[src/rtl/seq_pkg.sv]
// Shared definitions for the serial pattern generator and the sequence detectors
// that consume its stream.
package seq_pkg;

    // Default pattern length and pattern, shared with the detector side
    localparam int unsigned PAT_W_DEF   = 5;
    localparam logic [4:0]  PATTERN_DEF = 5'b11010;

    // Generator FSM states; 2'b11 is unreachable and recovers to IDLE
    typedef enum logic [1:0] {
        ST_IDLE  = 2'b00,
        ST_SHIFT = 2'b01,
        ST_GAP   = 2'b10
    } seq_state_t;

endpackage

[src/rtl/seq_piso.sv]
// Loadable parallel-in / serial-out shift register, MSB shifted out first.
module seq_piso #(
    parameter int unsigned W = 5
) (
    input  logic         clk,
    input  logic         rst_n,
    input  logic         load,
    input  logic         shift,
    input  logic [W-1:0] din,
    output logic         msb
);

    logic [W-1:0] q;

    // Load has priority over shift; shifting moves bits toward the MSB
    always_ff @(posedge clk or negedge rst_n) begin
        if (!rst_n) begin
            q <= '0;
        end else if (load) begin
            q <= din;
        end else if (shift) begin
            q <= {q[W-2:0], 1'b0};
        end
    end

    assign msb = q[W-1];

endmodule

[src/rtl/seq_pattern_gen.sv]
// Serial pattern transmitter: sends PATTERN MSB-first, repeat_cnt frames per
// burst with gap idle cycles between frames, all outputs registered.
module seq_pattern_gen
    import seq_pkg::*;
#(
    parameter int unsigned      PAT_W   = PAT_W_DEF,
    parameter logic [PAT_W-1:0] PATTERN = PATTERN_DEF,
    parameter int unsigned      REP_W   = 8,
    parameter int unsigned      GAP_W   = 4
) (
    input  logic             clk,
    input  logic             rst_n,
    input  logic             start,
    input  logic             abort,
    input  logic [REP_W-1:0] repeat_cnt,
    input  logic [GAP_W-1:0] gap,
    output logic             out,
    output logic             out_valid,
    output logic             busy,
    output logic             done
);

    localparam int unsigned      BW      = $clog2(PAT_W);
    localparam logic [BW-1:0]    BIT_TOP = BW'(PAT_W - 1);
    // The MSB goes straight to the out register when a frame starts, so the
    // shift register is loaded with the remaining bits already lined up.
    localparam logic [PAT_W-1:0] PAT_REST = PATTERN << 1;

    seq_state_t       state;
    logic [BW-1:0]    bit_cnt;
    logic [REP_W-1:0] rep_left;
    logic [GAP_W-1:0] gap_val;
    logic [GAP_W-1:0] gap_left;

    logic start_ok;
    logic frame_end;
    logic last_frame;
    logic piso_load;
    logic piso_shift;
    logic piso_msb;

    // Decode burst start, frame boundaries and shift register control
    always_comb begin
        start_ok   = (state == ST_IDLE) && start && !abort && (repeat_cnt != '0);
        frame_end  = (state == ST_SHIFT) && !abort && (bit_cnt == '0);
        last_frame = (rep_left == REP_W'(1));
        piso_load  = start_ok
                   || (frame_end && !last_frame && (gap_val == '0))
                   || ((state == ST_GAP) && !abort && (gap_left == GAP_W'(1)));
        piso_shift = (state == ST_SHIFT) && !abort && (bit_cnt != '0);
    end

    seq_piso #(
        .W (PAT_W)
    ) u_piso (
        .clk   (clk),
        .rst_n (rst_n),
        .load  (piso_load),
        .shift (piso_shift),
        .din   (PAT_REST),
        .msb   (piso_msb)
    );

    // FSM, counters and registered outputs
    always_ff @(posedge clk or negedge rst_n) begin
        if (!rst_n) begin
            state     <= ST_IDLE;
            bit_cnt   <= '0;
            rep_left  <= '0;
            gap_val   <= '0;
            gap_left  <= '0;
            out       <= 1'b0;
            out_valid <= 1'b0;
            busy      <= 1'b0;
            done      <= 1'b0;
        end else begin
            done <= 1'b0;
            case (state)
                ST_IDLE: begin
                    out       <= 1'b0;
                    out_valid <= 1'b0;
                    busy      <= 1'b0;
                    if (start_ok) begin
                        rep_left  <= repeat_cnt;
                        gap_val   <= gap;
                        bit_cnt   <= BIT_TOP;
                        out       <= PATTERN[PAT_W-1];
                        out_valid <= 1'b1;
                        busy      <= 1'b1;
                        state     <= ST_SHIFT;
                    end
                end
                ST_SHIFT: begin
                    if (abort) begin
                        state     <= ST_IDLE;
                        out       <= 1'b0;
                        out_valid <= 1'b0;
                        busy      <= 1'b0;
                    end else if (bit_cnt != '0) begin
                        out     <= piso_msb;
                        bit_cnt <= bit_cnt - BW'(1);
                    end else begin
                        rep_left <= rep_left - REP_W'(1);
                        if (last_frame) begin
                            state     <= ST_IDLE;
                            out       <= 1'b0;
                            out_valid <= 1'b0;
                            busy      <= 1'b0;
                            done      <= 1'b1;
                        end else if (gap_val == '0) begin
                            out     <= PATTERN[PAT_W-1];
                            bit_cnt <= BIT_TOP;
                        end else begin
                            state     <= ST_GAP;
                            gap_left  <= gap_val;
                            out       <= 1'b0;
                            out_valid <= 1'b0;
                        end
                    end
                end
                ST_GAP: begin
                    if (abort) begin
                        state     <= ST_IDLE;
                        out       <= 1'b0;
                        out_valid <= 1'b0;
                        busy      <= 1'b0;
                    end else if (gap_left == GAP_W'(1)) begin
                        state     <= ST_SHIFT;
                        bit_cnt   <= BIT_TOP;
                        out       <= PATTERN[PAT_W-1];
                        out_valid <= 1'b1;
                    end else begin
                        gap_left <= gap_left - GAP_W'(1);
                    end
                end
                default: begin
                    state     <= ST_IDLE;
                    out       <= 1'b0;
                    out_valid <= 1'b0;
                    busy      <= 1'b0;
                    done      <= 1'b0;
                end
            endcase
        end
    end

endmodule

[config.mk]
export PLATFORM = sky130hd
export DESIGN_NAME = seq_pattern_gen
export DESIGN_NICKNAME = d
export VERILOG_FILES = /design/src/rtl/seq_pkg.sv /design/src/rtl/seq_piso.sv /design/src/rtl/seq_pattern_gen.sv
export SDC_FILE = /design/constraint.sdc
export NUM_CORES = 1
export LEC_CHECK = 0
export BUFFER_PORTS_ARGS = -buffer_cell sky130_fd_sc_hd__buf_4
export CAP_MARGIN = 20
export CORE_ASPECT_RATIO = 1.25
export CORE_UTILIZATION = 42
export DETAILED_ROUTE_END_ITERATION = 16
export GPL_TIMING_DRIVEN = 0
export PLACE_DENSITY = 0.6
export SYNTH_ARGS = -nofsm -noshare
export SYNTH_HDL_FRONTEND = slang
export SYNTH_SLANG_ARGS = --single-unit
[constraint.sdc]
create_clock -name clk -period 2.2 [get_ports clk]
set_input_delay 0.11 -clock clk [delete_from_list [all_inputs] [get_ports clk]]
set_output_delay 0.11 -clock clk [all_outputs]
set_load 0.005 [all_outputs]
==> metrics.txt <==
outcome=finished clean; area leader, netlist=dfrtp_1; Antenna Nets Post-Route=0; n_diodes=0; CP peak stage delay=0.40 ns; Most used DFF post-synth=dfrtp_1; DR WL/cell=15.3 um; post-synth cell types=44; Inserted Clock Buffers=3; Pleak=0.779 nW; initial antenna violation count=0; final slew viol count=0; setup TNS=0 ns; via count=1316; Pint=1.24 mW; number of global-route vias before repair=1330; Avg Inst Size Synth=9.36 um^2; Core Box Area=0.00348 mm^2; largest net degree at the start of global routing=29; Max Buffers Root-to-Sink=2; clk sinks=28; first drt pass iteration count=6; final net count=208; Area contributors post-synth=dfrtp_1 46%, a21oi_1 4.9%, o21ai_0 3.6%; synthesized area=0.00153 mm^2; Peak Freq=515 MHz; Net Sw Frac=35.6%; fillers=350; CTS tree=done; FP Rows=24; Max FO, Critical Path=9; first-pass GRT wire length=6090 um; slew at the pin closest to its max-slew limit=0.560 ns; Worst-Skew Late Latency=0.28 ns; worst hold path type=in2reg; final WL=3460 um; DRC=0; DIE HEIGHT=69.4 um; number of port buffers=19; global route overflow=0; Slowest cell on crit path=dfrtp_1; Die Area=0.00388 mm^2; Worst Path Required=2.37 ns; hpwl dp=2580 um; Area growth syn-to-layout=17.9%; Clock Pin Slew Worst Setup and Hold Paths=0.10 ns; pwr/cell area=1070 mW/mm^2; Sw Pwr=688 uW; ratio of cells with drive above 1 in the final layout=18.7%; most frequent cell after synthesis=dfrtp_1; final period utilization=88.2%; Post-Syn Instances=163; critical path class=reg2reg; Starting Density=43.8%; gr usage total=19.6%; Yosys top cell area share=45.9%; drt initial violations=52; flops & latches, synth=28; Reg power frac=45.8%; number of synthesized flops with an enable pin=0; Syn Nets=183; critical-path cell list=or3_1, clkbuf_1, nor3_2, a31o_1, buf_4, a21oi_1, o21bai_1; Post-CTS Setup Inserts=0; DR vias/cell=5.82; maxcap violations=0; top cells by count, synth=28 x dfrtp_1, 15 x a21oi_1, 14 x nand2_1; VDD IR max=706 uV; crit path DAT=2.12 ns; Layout Utilization=51.6%; Crit. End Element=register; Slew HR=62.4%; asr flop ratio synth=100%; clock skew=0.00506 ns; Final GP Congestion=0.805; final worst path period need=1.94 ns; CTS root buf=clkbuf_8; Setup-failing EPs final=0; unrepaired setup endpoints after global routing=false; io pins=20; final hold viol count=0; Post-CTS Resized=0; register area share after synthesis=45.9%; Yosys warnings=0; Logic pwr share=33.1%; Clk pwr share=21.2%; die span in x=55.9 um; CP Launch Type=register; H-tree depth=1
==> flip-flops by register name, indices dropped and copies added, names as in the netlist <==
| name | flops |
|---|---|
| rep_left | 8 |
| gap_val | 4 |
| u_piso.q | 3 |
| out_valid | 1 |
| bit_cnt | 3 |
| busy | 1 |
| gap_left | 4 |
| done | 1 |
| state | 2 |
| out | 1 |
==> worst paths after layout <==
path                            slack, ns           to   startpoint  cells past startpoint
min in group asynchronous            0.28  gap_left[3]        rst_n                      2
worst min-delay path                 0.05   gap_val[1]       gap[1]                      2
worst min register to register       0.51  rep_left[6]  rep_left[6]                      1
worst max-delay path                 0.26  gap_left[0]   bit_cnt[2]                      7
max in group asynchronous            1.66   gap_val[0]        rst_n                      2
worst max register to register       0.26  gap_left[0]   bit_cnt[2]                      7
==> area by class of cell <==
type	count	area [um^2]	share of cell area, %
multi-input combinational	121	764	42.5
timing repair buffer	20	153	8.49
inverter	8	30.0	1.67
clock inverter	1	30.0	1.67
sequential	28	701	39.0
clock buffer	3	41.3	2.30
buffer	6	30.0	1.67
tap	39	48.8	2.71
==> routing by layer <==
metal	wire length [um]	GRT usage, %
met1	1550	25.9
met2	1720	32.7
met3	122	3.17
met4	66	6.50
met5	0	0
==> power by group through the flow <==
stage / Sequential (mW) / Clock, mW / Combinational [mW]
after floorplan: 0.847 / 0 / 0.472
after global placement: 0.886 / 0 / 0.601
after detailed placement: 0.898 / 0 / 0.632
after CTS: 0.885 / 0.421 / 0.638
after global routing: 0.915 / 0.440 / 0.735
final: 0.884 / 0.408 / 0.638
==> placed cells by master (no fill, tap or decap), drive strengths merged, types with 2 or more instances in the layout <==
cell    instances
a21boi          2
a21oi          16
a22oi           2
a31o            2
and3            2
buf            21
clkbuf          7
dfrtp          28
ha              4
inv             8
mux2            5
mux2i           2
nand2          14
nand2b          3
nand3           6
nor2           12
nor3            8
nor4            3
o211ai          2
o21ai          17
or3             4
==> worst max-delay path: cells and delay by family (launching register included) <==
| kind | cells | cell delay, ns |
|---|---|---|
| AND/OR/NAND/NOR | 2 | 0.69 |
| buffers and inverters | 2 | 0.33 |
| AO/OA/AOI/OAI | 3 | 0.41 |
| flip-flops | 1 | 0.40 |
==> what timing repair did <==
| item | CTS | global route |
|---|---|---|
| endpoints found under the setup margin | 0 | 0 |
| hold endpoints to repair | 28 | 0 |
| hold buffers | 1 | 0 |
==> per-stage QoR <==
stage | std cells | cell area (um^2) | hold WS, ns | setup slack [ns] | power, mW
floorplan | 163 | 1530 | -0.186 | 0.469 | 1.32
global placement | 221 | 1720 | 0.0498 | 0.331 | 1.49
detailed placement | 221 | 1720 | 0.0493 | 0.276 | 1.53
CTS | 226 | 1800 | 0.0470 | 0.243 | 1.94
global route | 226 | 1800 | 0.0461 | 0.0326 | 2.09
finish | 226 | 1800 | 0.0484 | 0.259 | 1.93
==> cell families (layout without fill, tap and decap cells) <==
kind of cell / Yosys count / count (layout) / share of synthesized area (%)
buffers and inverters: 14 / 38 / 3.94
flip-flops: 28 / 28 / 45.9
AO/OA/AOI/OAI: 50 / 50 / 20.6
multiplexers: 7 / 7 / 5.00
adder cells (fa/ha/maj): 4 / 4 / 3.28
AND/OR/NAND/NOR: 60 / 60 / 21.2
Power figures use the tool's default switching activity.
